$ cat src/rtl/hazard_stall_ctrl_if.sv
// Hazard/stall controller bundle: decode/execute/memory hazard inputs
// flowing into the controller, and pipeline enable/clear controls plus
// status flowing back out to the datapath.
interface hazard_stall_ctrl_if;
    // D-stage operand usage
    logic [4:0] rs_D;
    logic [4:0] rt_D;
    logic [1:0] tuse_rs_D;
    logic [1:0] tuse_rt_D;
    logic       md_D;

    // E/M-stage producers
    logic [4:0] A3_E;
    logic [1:0] tnew_E;
    logic [4:0] A3_M;
    logic [1:0] tnew_M;

    // MDU start in E
    logic       md_start_E;
    logic       md_is_div_E;

    // Exception / eret flush request
    logic       exc_req;

    // Pipeline controls
    logic        en_F;
    logic        en_D;
    logic        clear_D;
    logic        clear_E;
    logic        clear_M;
    logic        md_busy;
    logic [31:0] stall_cycles;

    // Datapath side: supplies hazard information, consumes controls.
    modport master (
        output rs_D, rt_D, tuse_rs_D, tuse_rt_D, md_D,
        output A3_E, tnew_E, A3_M, tnew_M,
        output md_start_E, md_is_div_E, exc_req,
        input  en_F, en_D, clear_D, clear_E, clear_M, md_busy, stall_cycles
    );

    // Controller side.
    modport slave (
        input  rs_D, rt_D, tuse_rs_D, tuse_rt_D, md_D,
        input  A3_E, tnew_E, A3_M, tnew_M,
        input  md_start_E, md_is_div_E, exc_req,
        output en_F, en_D, clear_D, clear_E, clear_M, md_busy, stall_cycles
    );
endinterface

$ cat src/rtl/hazard_stall_ctrl.sv
// Stall/flush controller for the 5-stage MIPS pipeline.
// Detects register RAW hazards that forwarding cannot resolve (Tuse/Tnew),
// stalls MDU-dependent instructions while the multiply/divide unit is
// occupied, applies exception/eret flushes, and counts stall cycles.
module hazard_stall_ctrl #(
    parameter int MULT_CYCLES = 5,
    parameter int DIV_CYCLES  = 10
) (
    input logic               clk,
    input logic               reset,
    hazard_stall_ctrl_if.slave bus
);

    // Busy counter wide enough for the longer MDU operation, never below 4 bits.
    localparam int MAX_CYCLES = (MULT_CYCLES > DIV_CYCLES) ? MULT_CYCLES : DIV_CYCLES;
    localparam int CNT_NEED   = $clog2(MAX_CYCLES + 1);
    localparam int CNT_W      = (CNT_NEED < 4) ? 4 : CNT_NEED;

    localparam logic [1:0] TUSE_NONE = 2'd3;

    logic [CNT_W-1:0] md_cnt;
    logic [31:0]      stall_cnt;

    logic stall_rs;
    logic stall_rt;
    logic stall_md;
    logic stall;

    // Hazard detection: a source stalls when its producer's result arrives
    // later than the consumer needs it; $0 and unused operands never stall.
    always_comb begin
        // NOTE: every always_comb output gets a default first so no path
        // leaves it unassigned, which would otherwise infer a latch.
        stall_rs = 1'b0;
        stall_rt = 1'b0;
        stall_md = 1'b0;

        if ((bus.rs_D != 5'd0) && (bus.tuse_rs_D != TUSE_NONE)) begin
            stall_rs = ((bus.rs_D == bus.A3_E) && (bus.tnew_E > bus.tuse_rs_D)) ||
                       ((bus.rs_D == bus.A3_M) && (bus.tnew_M > bus.tuse_rs_D));
        end

        if ((bus.rt_D != 5'd0) && (bus.tuse_rt_D != TUSE_NONE)) begin
            stall_rt = ((bus.rt_D == bus.A3_E) && (bus.tnew_E > bus.tuse_rt_D)) ||
                       ((bus.rt_D == bus.A3_M) && (bus.tnew_M > bus.tuse_rt_D));
        end

        // The start cycle itself blocks via md_start_E; later cycles via md_busy.
        stall_md = bus.md_D && (bus.md_busy || bus.md_start_E);
    end

    assign stall = stall_rs | stall_rt | stall_md;

    // Pipeline controls: an exception flushes D/E/M and lets the handler PC
    // load, overriding any stall; otherwise a stall freezes F/D and bubbles E.
    always_comb begin
        bus.en_F    = 1'b1;
        bus.en_D    = 1'b1;
        bus.clear_D = 1'b0;
        bus.clear_E = 1'b0;
        bus.clear_M = 1'b0;

        if (bus.exc_req) begin
            bus.clear_D = 1'b1;
            bus.clear_E = 1'b1;
            bus.clear_M = 1'b1;
        end else if (stall) begin
            bus.en_F    = 1'b0;
            bus.en_D    = 1'b0;
            bus.clear_E = 1'b1;
        end
    end

    // MDU occupancy: load on an unflushed start (restart allowed), else count down.
    always_ff @(posedge clk) begin
        // NOTE: state registers use non-blocking assignment so every
        // always_ff sees pre-edge values regardless of evaluation order.
        if (reset) begin
            md_cnt <= '0;
        end else if (bus.md_start_E && !bus.exc_req) begin
            md_cnt <= bus.md_is_div_E ? CNT_W'(DIV_CYCLES) : CNT_W'(MULT_CYCLES);
        end else if (md_cnt != '0) begin
            md_cnt <= md_cnt - 1'b1;
        end
    end

    assign bus.md_busy = (md_cnt != '0);

    // Stall-cycle performance counter; flushed cycles are not counted, wraps at 2^32.
    always_ff @(posedge clk) begin
        if (reset) begin
            stall_cnt <= '0;
        end else if (stall && !bus.exc_req) begin
            stall_cnt <= stall_cnt + 32'd1;
        end
    end

    assign bus.stall_cycles = stall_cnt;

endmodule

$ cat src/flat_wrapper.sv
// flat-port wrapper written by rule: the top's interface ports become plain ports
module hazard_stall_ctrl_flat 
#(
    parameter int MULT_CYCLES = 5,
    parameter int DIV_CYCLES  = 10
)
  (clk, reset, bus_rs_D, bus_rt_D, bus_tuse_rs_D, bus_tuse_rt_D, bus_md_D, bus_A3_E, bus_tnew_E, bus_A3_M, bus_tnew_M, bus_md_start_E, bus_md_is_div_E, bus_exc_req, bus_en_F, bus_en_D, bus_clear_D, bus_clear_E, bus_clear_M, bus_md_busy, bus_stall_cycles);
  hazard_stall_ctrl_if bus_i ();
  input logic clk;
  input logic reset;
  input wire logic [$bits(bus_i.rs_D)-1:0] bus_rs_D;
  input wire logic [$bits(bus_i.rt_D)-1:0] bus_rt_D;
  input wire logic [$bits(bus_i.tuse_rs_D)-1:0] bus_tuse_rs_D;
  input wire logic [$bits(bus_i.tuse_rt_D)-1:0] bus_tuse_rt_D;
  input wire logic [$bits(bus_i.md_D)-1:0] bus_md_D;
  input wire logic [$bits(bus_i.A3_E)-1:0] bus_A3_E;
  input wire logic [$bits(bus_i.tnew_E)-1:0] bus_tnew_E;
  input wire logic [$bits(bus_i.A3_M)-1:0] bus_A3_M;
  input wire logic [$bits(bus_i.tnew_M)-1:0] bus_tnew_M;
  input wire logic [$bits(bus_i.md_start_E)-1:0] bus_md_start_E;
  input wire logic [$bits(bus_i.md_is_div_E)-1:0] bus_md_is_div_E;
  input wire logic [$bits(bus_i.exc_req)-1:0] bus_exc_req;
  output wire logic [$bits(bus_i.en_F)-1:0] bus_en_F;
  output wire logic [$bits(bus_i.en_D)-1:0] bus_en_D;
  output wire logic [$bits(bus_i.clear_D)-1:0] bus_clear_D;
  output wire logic [$bits(bus_i.clear_E)-1:0] bus_clear_E;
  output wire logic [$bits(bus_i.clear_M)-1:0] bus_clear_M;
  output wire logic [$bits(bus_i.md_busy)-1:0] bus_md_busy;
  output wire logic [$bits(bus_i.stall_cycles)-1:0] bus_stall_cycles;
  assign bus_i.rs_D = bus_rs_D;
  assign bus_i.rt_D = bus_rt_D;
  assign bus_i.tuse_rs_D = bus_tuse_rs_D;
  assign bus_i.tuse_rt_D = bus_tuse_rt_D;
  assign bus_i.md_D = bus_md_D;
  assign bus_i.A3_E = bus_A3_E;
  assign bus_i.tnew_E = bus_tnew_E;
  assign bus_i.A3_M = bus_A3_M;
  assign bus_i.tnew_M = bus_tnew_M;
  assign bus_i.md_start_E = bus_md_start_E;
  assign bus_i.md_is_div_E = bus_md_is_div_E;
  assign bus_i.exc_req = bus_exc_req;
  assign bus_en_F = bus_i.en_F;
  assign bus_en_D = bus_i.en_D;
  assign bus_clear_D = bus_i.clear_D;
  assign bus_clear_E = bus_i.clear_E;
  assign bus_clear_M = bus_i.clear_M;
  assign bus_md_busy = bus_i.md_busy;
  assign bus_stall_cycles = bus_i.stall_cycles;
  hazard_stall_ctrl #(.MULT_CYCLES(MULT_CYCLES), .DIV_CYCLES(DIV_CYCLES)) u_core (.clk(clk), .reset(reset), .bus(bus_i));
endmodule
$ cat config.mk
export PLATFORM = sky130hd
export DESIGN_NAME = hazard_stall_ctrl_flat
export DESIGN_NICKNAME = d
export VERILOG_FILES = /design/src/rtl/hazard_stall_ctrl_if.sv /design/src/rtl/hazard_stall_ctrl.sv /design/src/flat_wrapper.sv
export SDC_FILE = /design/constraint.sdc
export NUM_CORES = 1
export LEC_CHECK = 0
export CELL_PAD_IN_SITES_DETAIL_PLACEMENT = 2
export CELL_PAD_IN_SITES_GLOBAL_PLACEMENT = 2
export CORE_MARGIN = 5
export CORE_UTILIZATION = 25
export CTS_BUF_LIST = sky130_fd_sc_hd__clkbuf_4 sky130_fd_sc_hd__clkbuf_8
export DETAILED_ROUTE_END_ITERATION = 8
export GPL_TIMING_DRIVEN = 0
export PLACE_DENSITY_LB_ADDON = 0.25
export SLEW_MARGIN = 20
export SYNTH_ARGS = -nofsm -noshare
export SYNTH_HDL_FRONTEND = slang
export SYNTH_SLANG_ARGS = --single-unit
$ cat constraint.sdc
create_clock -name clk -period 2.8 [get_ports clk]
set_input_delay 0.56 -clock clk [delete_from_list [all_inputs] [get_ports clk]]
set_output_delay 0.56 -clock clk [all_outputs]
set_load 0.02 [all_outputs]
==> results.md, run 1 <==
- Status: finished clean
- Hold WC Path Type: reg -> reg
- Xor/xnor cell area share of the yosys netlist: between 10% and 20%
- Pint: 0.001006 W
- Rel. slew slack: 53.11%
- Full die area: 11490 sq um
- Worst EP arrival: between 2000 and 3000 ps
- Mapped Area: 2361 sq um
- Fin crit period: 2721 ps
- Via/cell ratio: 5.006
- Max frequency: 0.3675 GHz
- Worst VDD drop: 0.3923 mV
- Port Buffers: 71
- CTS tree: built
- Antenna violations before repair: 0
- First-pass GRT wire length: 14760 microns
- Final setup fails: 0
- Synth unique cells: 47
- Post-CTS Hold Buffers: 0
- Std-Cell Rows: 35
- Comb pwr share: 35.8%
- Most frequent cell on the critical path: buf_4
- Htree depth: 2
- Final ANT Viol Nets: 0
- Fin crit share: 97.18%
- Critical Path Sink Type: register
- Critical path class: in -> reg
- Async SR Flop Fraction: 0%
- Layout cells sized above 1: 19.67%
- Gate Count Post-Synth: 280
- Share of power burned in registers: a little under two fifths
- CP peak stage delay: about 370 ps
- Multiplexer share of the synthesized area: 1.378%
- DR iter-0 viols: 49
- Top_reg_cell synth: dfxtp_1
- Register Area: 720.7 sq um
- Grt ovf: 0
- Final WS setup: between 70 and 80 ps
- Gr usage total: 16.19%
- Chip width: roughly 110 microns
- Startpoint types: input port
- Filler Cell Count: ~1000
- Non-filler instance count after layout: 495
- Synth Area in Simple Gates: 25.70%
- Crit path buf inv count: 5
- Pre-antenna DRT Iters: 4
- Maximum buffer depth of the clock tree: 2
- Slowest cell on crit path: nor4_1
- PwrDens: between 400 and 500 nW/um^2
- Clock network power share: 27.3%
- Delay-heaviest family, CP: compound AO/OA/AOI/OAI gates
- Cell taking the most area after synthesis: dfxtp_1
- Avg WL per Cell: 18.23 microns
- Synth-to-Final Area Change: 51.88%
- Cell total after placement: 480
- Sw frac: a little over a third
- Core Region: 9240 sq um
- Synth Warn #: 0
- Synth Area per Inst: 8.432 sq um
- Largest family of logic cells by synthesized area: simple AND/OR/NAND/NOR gates
- Via Count: 2478
- Share of the synthesized area in the top cell type: 30.52%
- Top cells by area, synth: dfxtp_1 31%, xnor2_1 6.7%, ha_1 5.8%
- Die Y: approximately 110 microns
- Compound-Gate Fraction of Synth Area: 20.61%
- Detailed Route WL: 9026 microns
- Pins Over Slew Limit: 0
- Number of top-level pins: 72
- Diode count: 0
- Area of the multi-input gates: 1703 sq um
- Detailed placement HPWL: 6657 microns
- Sw Pwr: 0.0005411 W
- Clk_lat worst skew: 290 ps
- Clock sink total: 36
- TritonCTS Buffers: 5
- Register bit total from synthesis: 36
- Clk pin slew, worst setup/hold paths: 80 ps
- Worst-path cell chain: buf_4 -> inv_4 -> buf_4 -> ha_4 -> nor2b_4 -> o21ai_2 -> a2111oi_4 -> o221ai_2 -> a31o_1 -> buf_4 -> buf_6 -> nor4_1 -> mux2_1
- Dpl ws: -1262 ps
- Largest net degree at the start of global routing: 12
- Sequential-to-total area share from yosys stat: 30.52%
- Gpl congestion: 0.8363
- Post-synth EDFFs: 0
- Worst Path Required: 2980 ps
- Fin nets: 410
- Worst-path fanout max: 10
- DRC viols: 0
- Final Hold Fails: 0
- Initial Util: 25.55%
- Leakage power: ~1.2 nW
- Net Count, Synth: 325
- Synth Area in Adders: 5.829%
- Worst Skew: 9.781 ps
- Max_cap viols: 0
- CTS root buffer: clkbuf_8
- Worst-Margin Slew: 703.3 ps
- Vias in the first global route: 2762
routing by layer:
layer | track usage (%) | up-vias | part of all wire, % | wire [microns]
li1 | - | 1212 | - | -
met2 | 28.73 | 50 | 50 | 4526
met1 | 19.97 | 1210 | 45 | 4082
met3 | 3.672 | 6 | 3.5 | 315
met4 | 3.196 | 0 | 1.1 | 102
met5 | 0 | - | 0 | 0
power by group through the flow:
stage	Clock, W	Combinational [W]	Sequential, W
floorplan	0	0.000308	0.000581
global placement	0	0.000495	0.000582
detailed placement	0	0.000506	0.000584
CTS	0.000429	0.000551	0.000572
global route	0.000464	0.000608	0.000576
finish	0.000423	0.000553	0.000571
flip-flops by register name, summed over array words and instances (netlist names):
signal,flops
u_core.bus.stall_cycles,32
u_core.md_cnt,4
Yosys cell counts, drive strengths merged (6+ instances only):
master,count
dfxtp,36
a21oi,24
inv,18
xnor2,18
nand2,16
nand3,14
nor2,14
ha,11
o31ai,10
or4,10
buf,9
xor2,9
o21ai,8
and3,7
and4,7
nand4,7
o21a,6
cell families (layout without fill, tap and decap cells):
| family | count (synthesis) | after routing |
|---|---|---|
| AND/OR/NAND/NOR | 104 | 104 |
| AO/OA/AOI/OAI | 68 | 68 |
| flip-flops | 36 | 36 |
| buffers and inverters | 31 | 117 |
| XOR/XNOR | 27 | 27 |
| adder cells (fa/ha/maj) | 11 | 11 |
| multiplexers | 3 | 3 |
worst paths after layout:
check                         startpoint                          end  slack (ps)  depth (start not counted)
max                        bus_tnew_M[0]  u_core.bus.stall_cycles[22]          80                         13
min          u_core.bus.stall_cycles[31]  u_core.bus.stall_cycles[31]         490                          2
max reg2reg             u_core.md_cnt[1]  u_core.bus.stall_cycles[22]         320                          9
min reg2reg  u_core.bus.stall_cycles[31]  u_core.bus.stall_cycles[31]         490                          2
cell type report:
type                    count  area share, %
clock inverters             1         0.2094
well taps                 129          4.501
clock buffers               7          2.512
repair buffers             80          21.04
inverters                  18          2.303
plain buffers              11          1.849
multi-input cells         213          47.49
flip-flops and latches     36          20.10
tightest hold or removal path: stages, from the launching register on:
cell and delay, ps:
dfxtp_1 330, o31ai_1 60, a21oi_1 50
what timing repair did:
item,in CTS,in global routing
pin swaps,33,13
buffers inserted,8,1
setup endpoints to repair,34,3
resized for setup,122,15
placed cells by master (no fill, tap or decap), types with 9 or more instances in the layout:
master           Yosys  layout
nand3_1             14      14
buf_4                3      13
a21oi_1             24      24
dfxtp_1             36      36
xor2_1               9       9
clkdlybuf4s15_1      0       9
nor2_1              14      14
inv_1               18      14
clkdlybuf4s50_1      0      40
nand2_1             16      14
o31ai_1             10      10
or4_1               10       9
xnor2_1             18      17
metrics by stage:
step | area (sq um) | hold WS [ps] | power, W | setup TNS [ps] | utilization, %
floorplan | 2396 | 551.1 | 0.0008886 | 0 | -
global placement | 3268 | 465.9 | 0.001077 | -20290 | 35.37
detailed placement | 3268 | 483.6 | 0.001090 | -23080 | 35.37
CTS | 3577 | 495.4 | 0.001551 | 0 | 38.71
global route | 3586 | 536.2 | 0.001648 | -5.959 | 38.81
finish | 3586 | 488.1 | 0.001547 | 0 | 38.81
(Power assumes the default switching activity.)
==> run 2, diff against run 1 <==
==> constraint.sdc (replaced) <==
create_clock -name clk -period 2.8 [get_ports clk]
set_input_delay 0.42 -clock clk [delete_from_list [all_inputs] [get_ports clk]]
set_output_delay 0.42 -clock clk [all_outputs]
set_load 0.02 [all_outputs]
==> results.md, run 2 (synthesis gave the netlist of run 1 again) <==
- Rel. slew slack: 53.85% (was 53.11%)
- Dpl ws: -1185 ps (was -1262 ps)
- Commonest non-fill, non-tap cell in the layout: clkdlybuf4s50_1 (unchanged)
- Pins Over Slew Limit: 0 (unchanged)
- Max frequency: 0.3699 GHz (was 0.3675 GHz)
- Fin crit period: 2703 ps (was 2721 ps)
- Avg WL per Cell: 18.23 microns (about the same)
- Startpoint types: input port (unchanged)
- Clock sink total: 36 (unchanged)
- Crit path buf inv count: 4 (was 5)
- Detailed placement HPWL: 6779 microns (was 6657 microns)
- Clk_lat worst skew: 300 ps (was 290 ps)
- Antenna violations before repair: 0 (unchanged)
- Chip width: 107.2 microns (unchanged)
- Final total power: 0.001541 W (was 0.001547 W)
- Gr usage total: 16.24% (was 16.19%)
- First-pass GRT wire length: 14570 microns (was 14760 microns)
- Worst Path Required: 2980 ps (about the same)
- Status: finished clean (unchanged)
- DR iter-0 viols: 47 (was 49)
- Core Region: 9240 sq um (unchanged)
- Largest net degree at the start of global routing: 11 (was 12)
- Worst EP arrival: 2890 ps (was 2900 ps)
- Filler Cell Count: 1040 (was 1026)
- RSZ-0062 raised after global routing: false
- Slowest cell on crit path: mux2_1 (was nor4_1)
- CP peak stage delay: 370 ps (about the same)
- Hold WC Path Type: reg -> reg (unchanged)
- Detailed Route WL: 9007 microns (was 9026 microns)
- Delay-heaviest family, CP: simple AND/OR/NAND/NOR gates (was compound AO/OA/AOI/OAI gates)
- Final Hold Fails: 0 (unchanged)
- Fin crit share: 96.54% (was 97.18%)
- Largest register FFs: 32 (unchanged)
- Pre-antenna DRT Iters: 4 (unchanged)
- Diode count: 0 (unchanged)
- Clk pin slew, worst setup/hold paths: 80 ps (about the same)
- Worst Skew: 8.768 ps (was 9.781 ps)
- Worst VDD drop: 0.4079 mV (was 0.3923 mV)
- Worst-path fanout max: 10 (unchanged)
- Worst-path cell chain: dlygate4sd2_1 -> inv_2 -> ha_4 -> nand2_4 -> nand4_1 -> nor4_2 -> o221ai_2 -> a31o_1 -> buf_4 -> buf_6 -> nor4_1 -> mux2_1 (was buf_4 -> inv_4 -> buf_4 -> ha_4 -> nor2b_4 -> o21ai_2 -> a2111oi_4 -> o221ai_2 -> a31o_1 -> buf_4 -> buf_6 -> nor4_1 -> mux2_1)
- Final WS setup: 96.89 ps (was 78.98 ps)
- Hold Worst Slack: 502.8 ps (was 488.1 ps)
- Initial Util: 25.55% (unchanged)
- Std-Cell Rows: 35 (unchanged)
- Via Count: 2507 (was 2478)
- CTS tree: built (unchanged)
- Synth-to-Final Area Change: 48.49% (was 51.88%)
- Final setup fails: 0 (unchanged)
- Die Y: 107.2 microns (unchanged)
- Layout cells sized above 1: 16.44% (was 19.67%)
- Critical Path Sink Type: register (unchanged)
- DRC viols: 0 (unchanged)
- Vias in the first global route: 2747 (was 2762)
- Hold depth: 2 (unchanged)
- Post-CTS Hold Buffers: 0 (unchanged)
- Grt ovf: 0 (unchanged)
- Critical path class: in -> reg (unchanged)
- Port Buffers: 71 (unchanged)
- Full die area: 11490 sq um (unchanged)
- Post-route cell area: 3506 sq um (was 3586 sq um)
- Final ANT Viol Nets: 0 (unchanged)
- Number of top-level pins: 72 (unchanged)
- Maximum buffer depth of the clock tree: 2 (unchanged)
- Leakage power: 1.249 nW (was 1.211 nW)
- Gpl congestion: 0.7878 (was 0.8363)
- Critical Path Stages: 12 (was 13)
- Via/cell ratio: 5.075 (was 5.006)
- Most frequent cells in the layout: 42 x clkdlybuf4s50_1, 36 x dfxtp_1, 24 x a21oi_1, 17 x xnor2_1, 15 x nand2_1 (was 40 x clkdlybuf4s50_1, 36 x dfxtp_1, 24 x a21oi_1, 17 x xnor2_1)
- CTS root buffer: clkbuf_8 (unchanged)
- Max_cap viols: 0 (unchanged)
- Worst-Margin Slew: 692.3 ps (was 703.3 ps)
- PwrDens: 439.4 nW/um^2 (was 431.3 nW/um^2)
- TritonCTS Buffers: 5 (unchanged)
- Dpl cell area: 3233 sq um (was 3268 sq um)
- Path depth of the worst reg2reg path: 9 (unchanged)
- Fin nets: 409 (was 410)
- Htree depth: 2 (unchanged)
run 2: cell count changes in the layout (fill, tap and decap cells not counted), sizes merged:
cell,previous run,this run
buf,26,18
clkbuf,16,15
clkdlybuf4s15,12,2
clkdlybuf4s50,40,42
clkinvlp,1,0
dlygate4sd2,4,14
dlymetal6s2s,0,7
run 2: metrics by stage:
| step | TNS [ps] | util (%) | cells |
|---|---|---|---|
| detailed placement | -19450 | 34.99 | 480 |
| global placement | -16240 | 34.99 | 480 |
| finish | 0 | 37.94 | 494 |
| floorplan | 0 | - | 280 |
| CTS | 0 | 37.71 | 493 |
| global route | 0 | 37.94 | 494 |
run 2: area by class of cell:
class / count / area [sq um] / area share, %
inverter: 18 / 67.56 / 1.927
buffer: 12 / 77.57 / 2.213
clock buffer: 8 / 97.59 / 2.784
timing repair buffer: 78 / 742.0 / 21.16
sequential: 36 / 720.7 / 20.56
multi-input combinational: 213 / 1639 / 46.75
tap: 129 / 161.4 / 4.604
run 2: worst reg2reg max path, cell delays in order, from the launching register on:
cell	delay (ps)
dfxtp_1	380
inv_1	80
ha_1	180
nand2_1	210
o21ai_1	210
a31o_1	330
buf_4	160
buf_6	140
nor4_1	350
mux2_1	370
run 2: repair_timing:
action,in CTS,in global routing
gates resized for setup,67,14
setup endpoints to repair,34,2
pin swaps,16,7
buffers inserted,5,2
run 2: worst paths after layout:
| path | from | end | slack (ps) |
|---|---|---|---|
| max | bus_tnew_E[0] | u_core.bus.stall_cycles[22] | 100 |
| min | u_core.bus.stall_cycles[31] | u_core.bus.stall_cycles[31] | 500 |
| max reg2reg | u_core.md_cnt[1] | u_core.bus.stall_cycles[22] | 280 |
| min reg2reg | u_core.bus.stall_cycles[31] | u_core.bus.stall_cycles[31] | 500 |
run 2: layer usage:
| layer | vias up | share of wire (%) | track usage (%) |
|---|---|---|---|
| met2 | 40 | 51 | 29.13 |
| met4 | 0 | 1.4 | 4.201 |
| met5 | - | 0 | 0 |
| met3 | 9 | 3.1 | 2.950 |
| met1 | 1258 | 45 | 19.82 |
| li1 | 1200 | - | - |
run 2: power breakdown:
group / switching [W] / internal, W
Sequential: 0.0000287 / 0.000544
Combinational: 0.000301 / 0.000238
Clock: 0.000209 / 0.000221
==> run 3, diff against run 2 <==
CORE_MARGIN = 4   (was 5)
SKIP_CTS_REPAIR_TIMING = 1   (was not set)
==> results.md, run 3 (synthesis gave the netlist of run 1 again) <==
- Status: finished clean (unchanged)
- Avg WL per Cell: 18.60 microns (was 18.23 microns)
- TritonCTS Buffers: 5 (unchanged)
- Final setup fails: 0 (unchanged)
- Maximum buffer depth of the clock tree: 2 (unchanged)
- Via/cell ratio: 5.313 (was 5.075)
- Std-Cell Rows: 35 (unchanged)
- Htree depth: 2 (unchanged)
- Clk pin slew, worst setup/hold paths: 70 ps (was 80 ps)
- Crit path buf inv count: 4 (unchanged)
- Largest net degree at the start of global routing: 12 (was 11)
- Max_cap viols: 0 (unchanged)
- Clock network power share: 29.7% (was 27.9%)
- Gpl congestion: 0.7799 (was 0.7878)
- Initial Util: 25.67% (was 25.55%)
- Pins Over Slew Limit: 0 (unchanged)
- Pre-antenna DRT Iters: 4 (unchanged)
- Slowest cell on crit path: clkdlybuf4s50_1 (was mux2_1)
- Worst-path cell chain: clkdlybuf4s50_1 -> xnor2_1 -> nand4_1 -> nor4_4 -> o221ai_4 -> a31o_1 -> buf_6 -> buf_8 -> clkbuf_2 (was dlygate4sd2_1 -> inv_2 -> ha_4 -> nand2_4 -> nand4_1 -> nor4_2 -> o221ai_2 -> a31o_1 -> buf_4 -> buf_6 -> nor4_1 -> mux2_1)
- Number of top-level pins: 72 (unchanged)
- Worst EP arrival: 2330 ps (was 2890 ps)
- Die Y: 105.2 microns (was 107.2 microns)
- Fin nets: 412 (was 409)
- Critical path class: in -> out (was in -> reg)
- Sw Pwr: 0.0005382 W (about the same)
- Share of power burned in registers: 35.4% (was 37.2%)
- Comb pwr share: 34.9% (about the same)
- Leakage power: 1.408 nW (was 1.249 nW)
- DRC viols: 0 (unchanged)
- CTS tree: built (unchanged)
- Gr usage total: 15.38% (was 16.24%)
- Worst-Margin Slew: 697.2 ps (was 692.3 ps)
- CP peak stage delay: 520 ps (was 370 ps)
- Rel. slew slack: 53.52% (was 53.85%)
- Hold WC Path Type: reg -> reg (unchanged)
- Final Hold Fails: 0 (unchanged)
- Largest register FFs: 32 (unchanged)
- Detailed Route WL: 8910 microns (was 9007 microns)
- First-pass GRT wire length: 13810 microns (was 14570 microns)
- Worst-path fanout max: 6 (was 10)
- Most frequent cells in the layout: 43 x clkdlybuf4s50_1, 36 x dfxtp_1, 24 x a21oi_1, 24 x dlymetal6s2s_1, 17 x xnor2_1 (was 42 x clkdlybuf4s50_1, 36 x dfxtp_1, 24 x a21oi_1, 17 x xnor2_1, 15 x nand2_1)
- Synth-to-Final Area Change: 52.78% (was 48.49%)
- Max frequency: 0.3641 GHz (was 0.3699 GHz)
- DR iter-0 viols: 41 (was 47)
- Core Util, Final: 39.22% (was 37.94%)
- Delay-heaviest family, CP: buffers and inverters (was simple AND/OR/NAND/NOR gates)
- Antenna violations before repair: 0 (unchanged)
- Vias in the first global route: 2747 (unchanged)
- Critical Path Sink Type: primary output (was register)
- Fin crit period: 2747 ps (was 2703 ps)
- Sw frac: 33.35% (was 34.94%)
- Worst Skew: 9.064 ps (was 8.768 ps)
- Full die area: 11060 sq um (was 11490 sq um)
- CTS root buffer: clkbuf_8 (unchanged)
- Via Count: 2545 (was 2507)
- Port Buffers: 71 (unchanged)
- Layout cells sized above 1: 14.67% (was 16.44%)
- Detailed placement HPWL: 6551 microns (was 6779 microns)
- Pint: 0.001076 W (was 0.001002 W)
- Commonest non-fill, non-tap cell in the layout: clkdlybuf4s50_1 (unchanged)
- Final ANT Viol Nets: 0 (unchanged)
- Final setup TNS: 0 ps (unchanged)
- Fin crit share: 98.10% (was 96.54%)
- Grt ovf: 0 (unchanged)
- Clk_lat worst skew: 300 ps (about the same)
- Diode count: 0 (unchanged)
- PwrDens: 447.3 nW/um^2 (was 439.4 nW/um^2)
- Chip width: 105.2 microns (was 107.2 microns)
- Worst VDD drop: 0.3278 mV (was 0.4079 mV)
- Startpoint types: input port (unchanged)
- Core Region: 9196 sq um (was 9240 sq um)
- Clock sink total: 36 (unchanged)
- Worst Path Required: 2380 ps (was 2980 ps)
-- run 3: changes by cell type in the layout (fill, tap and decap cells not counted), sizes merged --
cell           previous run  this run
buf                      18        21
clkbuf                   15        11
bufinv                    0         1
clkdlybuf4s15             2         0
clkinv                    0         1
dlymetal6s2s              7        24
dlygate4sd2              14         0
clkdlybuf4s50            42        43
-- run 3: path summary, 6_finish.rpt --
path | start | endpoint | slack, ps | cells past startpoint
max reg2reg | u_core.md_cnt[0] | u_core.bus.stall_cycles[22] | 380 | 9
min | u_core.bus.stall_cycles[31] | u_core.bus.stall_cycles[31] | 480 | 2
max | bus_A3_M[4] | bus_en_D | 50 | 9
min reg2reg | u_core.bus.stall_cycles[31] | u_core.bus.stall_cycles[31] | 480 | 2
-- run 3: per-layer routing --
metal	up-vias	wire length, microns	track usage (%)
li1	1208	-	-
met1	1268	3809	18.11
met2	58	4595	27.41
met3	11	396	3.891
met4	0	109	4.217
met5	-	0	0
-- run 3: final cells by class --
cell class                      instances  area (sq um)
Clock buffer                            6         76.32
Timing Repair Buffer                   81         848.3
Buffer                                 12         81.33
Multi-Input combinational cell        213          1634
Fill cell                            1034          5589
Tap cell                              111         138.9
Clock inverter                          2         35.03
Sequential cell                        36         720.7
Inverter                               18         72.57
-- run 3: worst min-delay path, stage by stage, from the launching register on --
cell and delay (ps):
dfxtp_1 320, o31ai_1 60, a21oi_1 50
-- run 3: through the flow --
stage | hold WS [ps] | std cells | total power, W | setup slack [ps] | area, sq um
global route | 530.2 | 479 | 0.001716 | -30.09 | 3607
CTS | 491.6 | 470 | 0.001574 | -1237 | 3322
global placement | 461.4 | 462 | 0.001062 | -1157 | 3211
finish | 481.9 | 479 | 0.001614 | 53.31 | 3607
detailed placement | 481.0 | 462 | 0.001086 | -1222 | 3211
floorplan | 551.1 | 280 | 0.0008750 | 152.7 | 2361
-- run 3: power groups by stage --
stage	Sequential [W]	Clock [W]	Combinational [W]
2_1_floorplan	0.000581	0	0.000294
3_3_place_gp	0.000582	0	0.000480
3_5_place_dp	0.000584	0	0.000502
4_1_cts	0.000572	0.000496	0.000506
5_1_grt	0.000574	0.000518	0.000624
6_report	0.000571	0.000480	0.000563
==> RTL change 1 (config.mk and constraints of run 2) <==
`MULT_CYCLES` is set to 5 in 2 places; all go to 6.
--- a/src/rtl/hazard_stall_ctrl.sv
+++ b/src/rtl/hazard_stall_ctrl.sv
@@ -5,3 +5,3 @@
 module hazard_stall_ctrl #(
-    parameter int MULT_CYCLES = 5,
+    parameter int MULT_CYCLES = 6,
     parameter int DIV_CYCLES  = 10
--- a/src/flat_wrapper.sv
+++ b/src/flat_wrapper.sv
@@ -3,3 +3,3 @@
 #(
-    parameter int MULT_CYCLES = 5,
+    parameter int MULT_CYCLES = 6,
     parameter int DIV_CYCLES  = 10
Check against the original RTL: not equivalent (a bounded check fails within 10 cycles, from zero or initial values and one cycle with reset high).
==> RTL change 1 against run 2 <==
Routed wire length fell by 7.9%; synthesized area shrank 3.4%; final area down 4.3%; first-iteration DRC count down 51%; register-to-register slack is essentially flat; worst setup slack worse by 64 ps; sequential cell count unchanged; total power shrank 8.6%; critical endpoint is now bus_clear_E; largest power group unchanged.
==> RTL change 1: results (changes against run 2) <==
[final_layout]
multi_input_cells=205  ; -3.8%
flops_and_latches=36  ; unchanged
sh_seq_area=0.215  ; +0.00920
nFillCells=992  ; -4.6%
drive_gt1_frac=0.148  ; -0.0163
seq_area_um2=721  ; unchanged
finalNonFillerCells=466  ; -5.7%
nNonClkInverters=21  ; +3
multi_input_area_share=0.456  ; -0.0111
buffers=88  ; -2.2%
final-clk-cell-share=0.0276  ; -0.000246
nonClkBufAreaFrac=0.238  ; +0.00375

[sta]
fin_crit_sh=0.988  ; +0.0230
relSlewSlack=0.621  ; +0.0829
fin_worst_skew_ps=10.5  ; +1.71 ps

[power]
power.leakage_nw=1.20  ; -3.9%
vdd_drop_max_mv=0.154  ; -62%
p_sw_frac=0.335  ; -0.0147

[worst_setup_path]
critPathLaunch=bus_A3_M[3]
cp_top_family=buffers and inverters
crit_path_end=bus_clear_E
arrival_ps=2350  ; -540 ps
r2r-start=u_core.bus.stall_cycles[8]
slowest_delay_ps=540  ; +170 ps
cp_slowest_cell=clkdlybuf4s50_1
rr_endpoint=u_core.bus.stall_cycles[30]
crit_fanout=3  ; -7

[synth]
synth-compound-area-share=0.214  ; +0.00735
ys_types=42  ; -11%
yosysSeqAreaShare=0.316  ; +0.0109
synth_nets=321  ; -1.2%
synth_common_cells=dfxtp_1 (36), a21oi_1 (34), inv_1 (21), nand2_1 (19), or4_1 (18)
syn_avg_cell_area_um2=8.26  ; -2.0%
synth_area_leaders=dfxtp_1 (32%), a21oi_1 (7.5%), ha_1 (6.0%), or4_1 (5.9%), xor2_1 (5.4%)
synth_cells=276  ; -1.4%
synth_xor_area_frac=0.0884  ; -0.0118
muxShareOfSynthArea=0.00933  ; -0.00445

[grt]
grt_pass1_wl_mm=13.9  ; -4.4%
grt_pass1_vias=2740  ; -0.25%
grtUsageTotal=0.155  ; -0.00777
grt_max_degree=12  ; +1

[placement]
dpl.cell_count=454  ; -5.4%
placed_area_mm2=0.00312  ; -3.6%
place_congestion=0.740  ; -6.0%
pre_cts_slack_ps=-1130  ; +57.3 ps
dp_hpwl_mm=6.50  ; -4.1%

[status]
run_status=finished, final reports clean

[clocking]
cts_resized=60  ; -10%
cts_setup_buffers=6  ; +1

[hold_path]
min_to=u_core.bus.stall_cycles[6]
worstHoldStart=u_core.bus.stall_cycles[6]

[detailed_routing]
vias=2422  ; -3.4%
drtIter0Drc=23  ; -51%
finalWirelength_mm=8.30  ; -7.9%

==> RTL change 1: cell types whose count changed after synthesis, moves of 4 or more <==
cell	run 2	this run
o21ai_1	1	8
a31oi_1	5	1
or4_1	10	18
xor2_1	9	14
and3_1	7	1
and4_1	7	0
and2_1	5	0
a21oi_1	24	34
xnor2_1	18	9
or3_1	5	9
o31ai_1	10	16
o21ai_0	7	2
==> RTL change 1: power groups by stage <==
stage | clock (mW) | sequential, mW | combinational [mW]
floorplan | 0 | 0.572 | 0.246
global placement | 0 | 0.572 | 0.410
detailed placement | 0 | 0.576 | 0.419
CTS | 0.417 | 0.566 | 0.449
global route | 0.440 | 0.569 | 0.489
finish | 0.402 | 0.565 | 0.441
==> RTL change 1: metal layers <==
layer | global-route usage | wire length, um
met1 | 0.183 | 3670
met2 | 0.288 | 4250
met5 | 0 | 0
met3 | 0.0281 | 296
met4 | 0.0361 | 84
==> RTL change 2 (settings of run 2) <==
Made on the original files. Reset style: asynchronous (`reset`), changed in 2 clocked blocks.
--- a/src/rtl/hazard_stall_ctrl.sv
+++ b/src/rtl/hazard_stall_ctrl.sv
@@ -74,3 +74,3 @@
     // MDU occupancy: load on an unflushed start (restart allowed), else count down.
-    always_ff @(posedge clk) begin
+    always_ff @(posedge clk or posedge reset) begin
         // NOTE: state registers use non-blocking assignment so every
@@ -89,3 +89,3 @@
     // Stall-cycle performance counter; flushed cycles are not counted, wraps at 2^32.
-    always_ff @(posedge clk) begin
+    always_ff @(posedge clk or posedge reset) begin
         if (reset) begin
Function: differs if reset is asserted again (counterexample within 4 cycles, from zero or initial values and one cycle with reset high); with reset held inactive, the same outputs for 10 cycles.
==> RTL change 2 against run 2 <==
Worst setup slack got worse by 38 ps; sequential cell count unchanged; final area decreased by 4.9%; synthesized area decreased by 7.3%; routed wire length decreased by 23%; total power increased by 6.0%; core utilization increased by 0.67 points; synthesized cell count decreased by 20%.
==> RTL change 2: results (changes against run 2) <==
[final_layout]
nets=351  ; -14%
finalNonFillerCells=415  ; -16%
nFillCells=921  ; -11%
drive_gt1_frac=0.150  ; -0.0145

[detailed_routing]
finalWirelength_mm=6.91  ; -23%
drtIter0Drc=39  ; -17%
viasPerCell=4.71  ; -7.1%

[clocking]
cts_setup_buffers=3  ; -2
cts_resized=39  ; -42%
clock_latency_ps=280  ; -20 ps

[sta]
relSlewSlack=0.604  ; +0.0657
fin_worst_skew_ps=7.36  ; -1.41 ps

[synth]
synth_nets=269  ; -17%
async_reset_ff_frac=1.00  ; +1.00
synth_cells=224  ; -20%
synth_common_cells=xnor2_1 (45), dfrtp_1 (36), nand2_1 (22), nand4_1 (18), nand3_1 (16)
synth_area_leaders=dfrtp_1 (41%), xnor2_1 (18%), ha_1 (6.3%), nand4_1 (5.1%), nand2_1 (3.8%)
ys_types=29  ; -38%
yosysSeqAreaShare=0.411  ; +0.106

[placement]
port_buffers=71  ; unchanged
place_congestion=0.831  ; +5.5%
pre_cts_slack_ps=-897  ; +288 ps

[worst_setup_path]
slowest_delay_ps=540  ; +170 ps
cp_top_family=buffers and inverters
critPathLaunch=bus_rt_D[4]
r2r-start=u_core.bus.stall_cycles[0]

[grt]
grtUsageTotal=0.131  ; -0.0309
grt_pass1_wl_mm=11.8  ; -19%
grt_pass1_vias=2334  ; -15%
grt_max_degree=29  ; +18

[power]
power.leakage_nw=1.32  ; +5.5%
vdd_drop_max_mv=0.204  ; -50%

[status]
run_status=finished, final reports clean

[RTL change 2: cell count changes after synthesis, sizes merged, moves of 6 or more]
cell	delta
dfrtp	+36
nand4	+11
a21oi	-20
o21a	-6
dfxtp	-36
nor2	-8
o31ai	-10
and4	-7
xnor2	+27
or4	-9
nand2	+6
[RTL change 2: layout make-up]
| class | count | area share |
|---|---|---|
| Buffer | 7 | 0.0146 |
| Multi-Input combinational cell | 167 | 0.410 |
| Tap cell | 108 | 0.0405 |
| Clock buffer | 6 | 0.0248 |
| Inverter | 14 | 0.0158 |
| Sequential cell | 36 | 0.270 |
| Clock inverter | 2 | 0.00300 |
| Timing Repair Buffer | 75 | 0.221 |
[RTL change 2: path summary, 6_finish.rpt]
| path | endpoint | slack (ps) | cells past startpoint |
|---|---|---|---|
| min reg2reg | u_core.bus.stall_cycles[16] | 490 | 1 |
| min in group clk | u_core.bus.stall_cycles[16] | 490 | 1 |
| max reg2reg | u_core.bus.stall_cycles[30] | 610 | 6 |
| max | bus_en_F | 60 | 10 |
| min | u_core.bus.stall_cycles[8] | 380 | 2 |
| max in group asynchronous | u_core.bus.stall_cycles[10] | 2000 | 3 |
[RTL change 2: metal layers]
layer / part of all wire / GRT usage / vias up
met3: 0.045 / 0.0243 / 7
met5: 0 / 0 / -
met2: 0.52 / 0.238 / 55
met1: 0.42 / 0.157 / 962
li1: - / - / 932
met4: 0.013 / 0.0366 / 0
[RTL change 2: worst reg2reg max path, cell delays in order, from the launching register on]
cell and delay, ps:
dfrtp_1 430, ha_1 260, nand4_1 140, or3_1 410, a311oi_4 480, nand3_1 180, xnor2_1 170
[RTL change 2: cell families (layout without fill, tap and decap cells)]
group	Yosys count	after routing	synth area share
adder cells (fa/ha/maj)	11	11	0.0629
buffers and inverters	21	104	0.0446
AND/OR/NAND/NOR	86	86	0.206
multiplexers	1	1	0.00514
AO/OA/AOI/OAI	15	15	0.0537
flip-flops	36	36	0.411
XOR/XNOR	54	54	0.216
[RTL change 2: stage by stage]
stage           util  setup TNS, ps  hold WS (ps)  total power, mW  area [um2]
6_report       0.386              0           380             1.63        3330
5_1_grt        0.386          -40.3           391             1.76        3330
4_1_cts        0.380              0           382             1.65        3280
3_5_place_dp   0.354          -7630           491             1.24        3060
3_3_place_gp   0.351          -6360           475             1.22        3040
2_1_floorplan      -              0           529            0.978        2190
[RTL change 2: power breakdown]
| group | internal, mW | leakage, nW | switching (mW) |
|---|---|---|---|
| combinational | 0.278 | 0.781 | 0.295 |
| clock | 0.197 | 0.0510 | 0.188 |
| sequential | 0.590 | 0.486 | 0.0858 |
